### src/rtl/pipe_pkg.sv
// Shared definitions for elastic pipeline stages and the checkers bound to them.
package pipe_pkg;

    localparam int OCC_W = 2;

    typedef enum logic [1:0] {
        EMPTY = 2'b00,
        ONE   = 2'b01,
        FULL  = 2'b10
    } pipe_state_e;

    // Live-entry count for a state; an illegal encoding reports nothing held.
    function automatic logic [OCC_W-1:0] occ_of(input pipe_state_e s);
        logic [OCC_W-1:0] occ;
        occ = 2'd0;
        case (s)
            EMPTY:   occ = 2'd0;
            ONE:     occ = 2'd1;
            FULL:    occ = 2'd2;
            default: occ = 2'd0;
        endcase
        return occ;
    endfunction

endpackage

### src/rtl/pipe_skid_stage_if.sv
// Handshake bundle around one elastic stage: upstream push, downstream pop, flush.
// valid/ready: a word moves on a rising edge where valid & ready are both high;
// valid must hold with stable data until taken, ready may change freely.
interface pipe_skid_stage_if #(
    parameter int WIDTH = 32
);
    import pipe_pkg::*;

    logic               flush;
    logic               in_valid;
    logic [WIDTH-1:0]   in_data;
    logic               in_ready;
    logic               out_valid;
    logic [WIDTH-1:0]   out_data;
    logic               out_ready;
    logic [OCC_W-1:0]   occupancy;
    pipe_state_e        state;

    // Environment side: produces upstream words and consumes the head.
    modport master (
        output flush, in_valid, in_data, out_ready,
        input  in_ready, out_valid, out_data, occupancy, state
    );

    // Stage side.
    modport slave (
        input  flush, in_valid, in_data, out_ready,
        output in_ready, out_valid, out_data, occupancy, state
    );

endinterface

### src/rtl/pipe_reg_en.sv
// Payload register with load enable and synchronous clear; clear wins over load.
module pipe_reg_en #(
    parameter int WIDTH = 32
) (
    input  logic             clk,
    input  logic             rst,
    input  logic             clr,
    input  logic             en,
    input  logic [WIDTH-1:0] d,
    output logic [WIDTH-1:0] q
);

    always_ff @(posedge clk) begin
        if (!rst) begin
            q <= '0;
        end else if (clr) begin
            q <= '0;
        end else if (en) begin
            q <= d;
        end
    end

endmodule

### src/rtl/pipe_skid_stage.sv
// Elastic stage register: head register drives out_data, skid register absorbs the
// one word already in flight when downstream stalls. in_ready/out_valid are flops.
module pipe_skid_stage
    import pipe_pkg::*;
#(
    parameter int WIDTH      = 32,
    parameter bit FLUSH_ZERO = 1'b1
) (
    input  logic           clk,
    input  logic           rst,
    pipe_skid_stage_if.slave bus
);

    pipe_state_e       state;
    pipe_state_e       state_nxt;
    logic              in_ready_q;
    logic              out_valid_q;
    logic [OCC_W-1:0]  occ_q;

    logic              can_acc;
    logic              holds_head;
    logic              acc;
    logic              pop;
    logic              main_en;
    logic              skid_en;
    logic              clr;
    logic [WIDTH-1:0]  main_d;
    logic [WIDTH-1:0]  main_q;
    logic [WIDTH-1:0]  skid_q;

    // Decode from state rather than the output flops so an illegal encoding
    // neither accepts nor pops while it falls back to EMPTY.
    always_comb begin
        can_acc    = (state == EMPTY) || (state == ONE);
        holds_head = (state == ONE) || (state == FULL);
        acc        = bus.in_valid & can_acc & ~bus.flush;
        pop        = holds_head & bus.out_ready;
    end

    always_comb begin
        main_en = 1'b0;
        skid_en = 1'b0;
        main_d  = bus.in_data;
        clr     = bus.flush & FLUSH_ZERO;
        case (state)
            EMPTY: main_en = acc;
            ONE: begin
                main_en = pop & acc;
                skid_en = ~pop & acc;
            end
            FULL: begin
                main_en = pop & ~bus.flush;
                main_d  = skid_q;
            end
            default: begin
                main_en = 1'b0;
                skid_en = 1'b0;
            end
        endcase
    end

    always_comb begin
        state_nxt = state;
        case (state)
            EMPTY: state_nxt = acc ? ONE : EMPTY;
            ONE: begin
                if (pop && !acc) begin
                    state_nxt = EMPTY;
                end else if (!pop && acc) begin
                    state_nxt = FULL;
                end else begin
                    state_nxt = ONE;
                end
            end
            FULL:    state_nxt = pop ? ONE : FULL;
            default: state_nxt = EMPTY;
        endcase
        if (bus.flush) begin
            state_nxt = EMPTY;
        end
    end

    // Output flops are loaded from the next state so they never lag the FSM.
    always_ff @(posedge clk) begin
        if (!rst) begin
            state       <= EMPTY;
            in_ready_q  <= 1'b1;
            out_valid_q <= 1'b0;
            occ_q       <= '0;
        end else begin
            state       <= state_nxt;
            in_ready_q  <= (state_nxt != FULL);
            out_valid_q <= (state_nxt != EMPTY);
            occ_q       <= occ_of(state_nxt);
        end
    end

    pipe_reg_en #(.WIDTH(WIDTH)) u_main (
        .clk (clk),
        .rst (rst),
        .clr (clr),
        .en  (main_en),
        .d   (main_d),
        .q   (main_q)
    );

    pipe_reg_en #(.WIDTH(WIDTH)) u_skid (
        .clk (clk),
        .rst (rst),
        .clr (clr),
        .en  (skid_en),
        .d   (bus.in_data),
        .q   (skid_q)
    );

    assign bus.in_ready  = in_ready_q;
    assign bus.out_valid = out_valid_q;
    assign bus.out_data  = main_q;
    assign bus.occupancy = occ_q;
    assign bus.state     = state;

endmodule

### src/flat_wrapper.sv
// flat-port wrapper written by rule: the top's interface ports become plain ports
module pipe_skid_stage_flat import pipe_pkg::*;
#(
    parameter int WIDTH      = 32,
    parameter bit FLUSH_ZERO = 1'b1
)
  (clk, rst, bus_flush, bus_in_valid, bus_in_data, bus_out_ready, bus_in_ready, bus_out_valid, bus_out_data, bus_occupancy, bus_state);
  pipe_skid_stage_if #(.WIDTH(WIDTH)) bus_i ();
  input  logic clk;
  input  logic rst;
  input wire logic [$bits(bus_i.flush)-1:0] bus_flush;
  input wire logic [$bits(bus_i.in_valid)-1:0] bus_in_valid;
  input wire logic [$bits(bus_i.in_data)-1:0] bus_in_data;
  input wire logic [$bits(bus_i.out_ready)-1:0] bus_out_ready;
  output wire logic [$bits(bus_i.in_ready)-1:0] bus_in_ready;
  output wire logic [$bits(bus_i.out_valid)-1:0] bus_out_valid;
  output wire logic [$bits(bus_i.out_data)-1:0] bus_out_data;
  output wire logic [$bits(bus_i.occupancy)-1:0] bus_occupancy;
  output wire logic [$bits(bus_i.state)-1:0] bus_state;
  assign bus_i.flush = bus_flush;
  assign bus_i.in_valid = bus_in_valid;
  assign bus_i.in_data = bus_in_data;
  assign bus_i.out_ready = bus_out_ready;
  assign bus_in_ready = bus_i.in_ready;
  assign bus_out_valid = bus_i.out_valid;
  assign bus_out_data = bus_i.out_data;
  assign bus_occupancy = bus_i.occupancy;
  assign bus_state = bus_i.state;
  pipe_skid_stage #(.WIDTH(WIDTH), .FLUSH_ZERO(FLUSH_ZERO)) u_core (.clk(clk), .rst(rst), .bus(bus_i));
endmodule
### config.mk
export PLATFORM = sky130hd
export DESIGN_NAME = pipe_skid_stage_flat
export DESIGN_NICKNAME = d
export VERILOG_FILES = /design/src/rtl/pipe_pkg.sv /design/src/rtl/pipe_skid_stage_if.sv /design/src/rtl/pipe_reg_en.sv /design/src/rtl/pipe_skid_stage.sv /design/src/flat_wrapper.sv
export SDC_FILE = /design/constraint.sdc
export NUM_CORES = 1
export LEC_CHECK = 0
export ABC_AREA = 1
export BUFFER_PORTS_ARGS = -buffer_cell sky130_fd_sc_hd__buf_2
export CAP_MARGIN = 15
export CORE_UTILIZATION = 57
export CTS_CLUSTER_SIZE = 16
export DETAILED_ROUTE_END_ITERATION = 16
export GPL_ROUTABILITY_DRIVEN = 0
export GPL_TIMING_DRIVEN = 0
export PLACE_DENSITY = 0.88
export SETUP_SLACK_MARGIN = 0.15
export SLEW_MARGIN = 20
export SYNTH_ARGS = -nofsm -noshare
export SYNTH_HDL_FRONTEND = slang
export SYNTH_HIERARCHICAL = 1
export SYNTH_SLANG_ARGS = --single-unit
### constraint.sdc
create_clock -name clk -period 5.2 [get_ports clk]
set_input_delay 0.52 -clock clk [delete_from_list [all_inputs] [get_ports clk]]
set_output_delay 0.52 -clock clk [all_outputs]
set_load 0.05 [all_outputs]
==> results.json <==
{
  "status": "finished, final reports clean",
  "cts_setup_buffers": 0,
  "globalRouteOverflowTotal": 0,
  "tns_ns": 0,
  "boundaryPins": 75,
  "dp_slack_ns": 3.359,
  "cts_resized": 0,
  "tightestPinTransition_ns": 0.2968,
  "arrival_ns": 2.15,
  "wl_per_cell_um": 11.94,
  "drive_above_1_share": 0.3212,
  "ys_warn_count": 6,
  "period_needed_ns": 1.878,
  "syn-num-nets": 472,
  "synthSimpleGateAreaFrac": 0.3083,
  "root_buffer": "clkbuf_8",
  "clock_latency_ns": 0.35,
  "setup_violations": 0,
  "firstDrtPassIters": 5,
  "ir_worst_vdd_mv": 0.1763,
  "dpl.cell_count": 574,
  "wl_um": 7045,
  "start_util": 0.6099,
  "relSlewSlack": 0.8022,
  "vias": 2902,
  "grt_use_total": 0.2531,
  "synth_area_leaders": "dfxtp_1, nand2_1, a21oi_1",
  "ys_top_cells_by_count": "nand2_1, dfxtp_1, a21oi_1",
  "async_reset_ff_frac": 0,
  "ys_seq_area_frac": 0.4360,
  "core_region_area_sq_mm": 0.005270,
  "stdcell_count": 590,
  "dieArea_sq_mm": 0.005944,
  "grt_pass1_vias": 2718,
  "synth_compound_area_frac": 0.1320,
  "synthXorXnorAreaFrac": 0,
  "antenna_found_initial": 0,
  "cts_hold_buf": 0,
  "dpl.hpwl_um": 4815,
  "finalCritPeriodShare": 0.3612,
  "rows": 26,
  "drt_iter0_drc": 251,
  "synth_top_area_cell": "dfxtp_1",
  "synth.most_common_cell": "nand2_1",
  "ys.flop_type": "dfxtp_1",
  "synth_edf_count": 0,
  "finClkSkew_ns": 0.004812,
  "ys_types": 19,
  "crit_fanout": 10,
  "crit_required_ns": 5.48,
  "cts_sinks": 70,
  "cp-start-kind": "register",
  "hold_class": "in2reg",
  "synth_top_area_frac": 0.4360,
  "fmax_ghz": 0.5324,
  "cts_buffers": 9,
  "drv_slew": 0,
  "synth_top_family_by_area": "simple AND/OR/NAND/NOR gates",
  "htreeDepth": 3,
  "ant_nets": 0,
  "io_buffers": 74,
  "n_antenna_cell": 0,
  "die_h_um": 77.10,
  "drc": 0,
  "syn_inst": 430,
  "endpoint_kind": "register",
  "syn_area_sq_mm": 0.003214,
  "synthAdderAreaFrac": 0.01946,
  "cts_tree": "done",
  "grt_first_pass_wirelength_um": 11980,
  "crit_type": "reg2reg",
  "worst_slack_ns": 3.322,
  "ys_ff_latch": 70,
  "p_per_area_mw_per_mm2": 281.7,
  "die_w_um": 77.10,
  "maxCapViolations": 0,
  "clockBufferDepth": 2,
  "p_leak_nw": 1.716,
  "hold_violations": 0,
  "synthMuxAreaShare": 0,
  "grt_max_degree": 12,
  "viasPerCell": 4.919,
  "synth.avg_cell_area_sq_um": 7.475,
  "path_clk_slew_ns": 0.07,
  "fill_cells": 412,
  "synthToLayoutAreaGrowth_pct": 19.93,
  "nNetsFinal": 557,
  "rsz0062_at_grt": "no"
}
[layout make-up]
class                   count  area (sq um)  area share
multi-input cells         317          1478      0.3833
flip-flops and latches     70          1401      0.3635
repair buffers             74         370.4     0.09607
plain buffers              27         257.7     0.06686
clock buffers              12         135.1     0.03505
well taps                  70         87.58     0.02272
inverters                  16         77.57     0.02012
clock inverters             4         47.55     0.01233
[power breakdown]
group | leakage [nW] | switching, mW | internal (mW) | total [mW]
Combinational | 1.06 | 0.0809 | 0.0419 | 0.123
Sequential | 0.565 | 0.00382 | 0.543 | 0.547
Clock | 0.0904 | 0.196 | 0.220 | 0.416
[cells by family after synthesis]
family	after synthesis
simple gates	246
flops	70
compound gates	66
buf+inv	43
fa+ha+maj	5
[routing by layer]
layer,GRT usage,wire length [um],vias to the layer above
met3,0.05000,402,11
met1,0.3140,3209,1302
met4,0.1170,90,0
met5,0,0,-
met2,0.4214,3343,90
li1,-,-,1499
[cell usage in the layout (no fill, tap or decap), drive strengths merged]
| master | netlist | routed |
|---|---|---|
| bufinv | 0 | 1 |
| nor2 | 5 | 5 |
| clkinv | 0 | 2 |
| clkbuf | 0 | 12 |
| nand2 | 240 | 240 |
| clkinvlp | 0 | 1 |
| buf | 27 | 101 |
| inv | 16 | 16 |
| o21ai | 1 | 1 |
| a21oi | 65 | 65 |
| ha | 5 | 5 |
| nand4 | 1 | 1 |
| dfxtp | 70 | 70 |
[registers in the layout, summed over array words and instances, names as in the netlist]
register and cells:
u_core/u_skid/q 32, u_core/bus.occupancy 2, u_core/bus.in_ready 1, u_core/bus.state 2, u_core/bus.out_valid 1, u_core/u_main/q 32
[per-stage QoR]
stage	total power, mW	instance area, sq um	hold WS, ns	utilization
6_report	1.086	3855	0.4296	0.7315
3_3_place_gp	0.6788	3672	0.4447	0.6968
3_5_place_dp	0.6812	3672	0.4493	0.6968
5_1_grt	1.125	3855	0.4352	0.7315
2_1_floorplan	0.6438	3214	0.4389	-
4_1_cts	1.092	3855	0.4199	0.7315
[critical path, cell delays in order (launching register included)]
cell and delay (ns):
dfxtp_1 0.39, inv_1 0.08, ha_1 0.23, inv_2 0.05, nand2_1 0.06, nand2_1 0.08, nor2_1 0.05, ha_1 0.17
nand2_1 0.11, inv_1 0.07, buf_6 0.14, inv_8 0.07, buf_8 0.13, nand2_1 0.05, a21oi_1 0.13
[final timing paths]
path                                     from                                to  slack (ns)  cells after the start
max            u_core/bus.state[0]$_SDFF_PN0_   u_core/u_skid/q[1]$_SDFFE_PP0P_        3.32                     14
min reg2reg  u_core/u_main/q[31]$_SDFFE_PP0P_  u_core/u_main/q[31]$_SDFFE_PP0P_        0.46                      2
max reg2reg    u_core/bus.state[0]$_SDFF_PN0_   u_core/u_skid/q[1]$_SDFFE_PP0P_        3.32                     14
min                           bus_in_data[31]  u_core/u_skid/q[31]$_SDFFE_PP0P_        0.43                      3
Note: power is estimated with default switching activity, not from simulation.
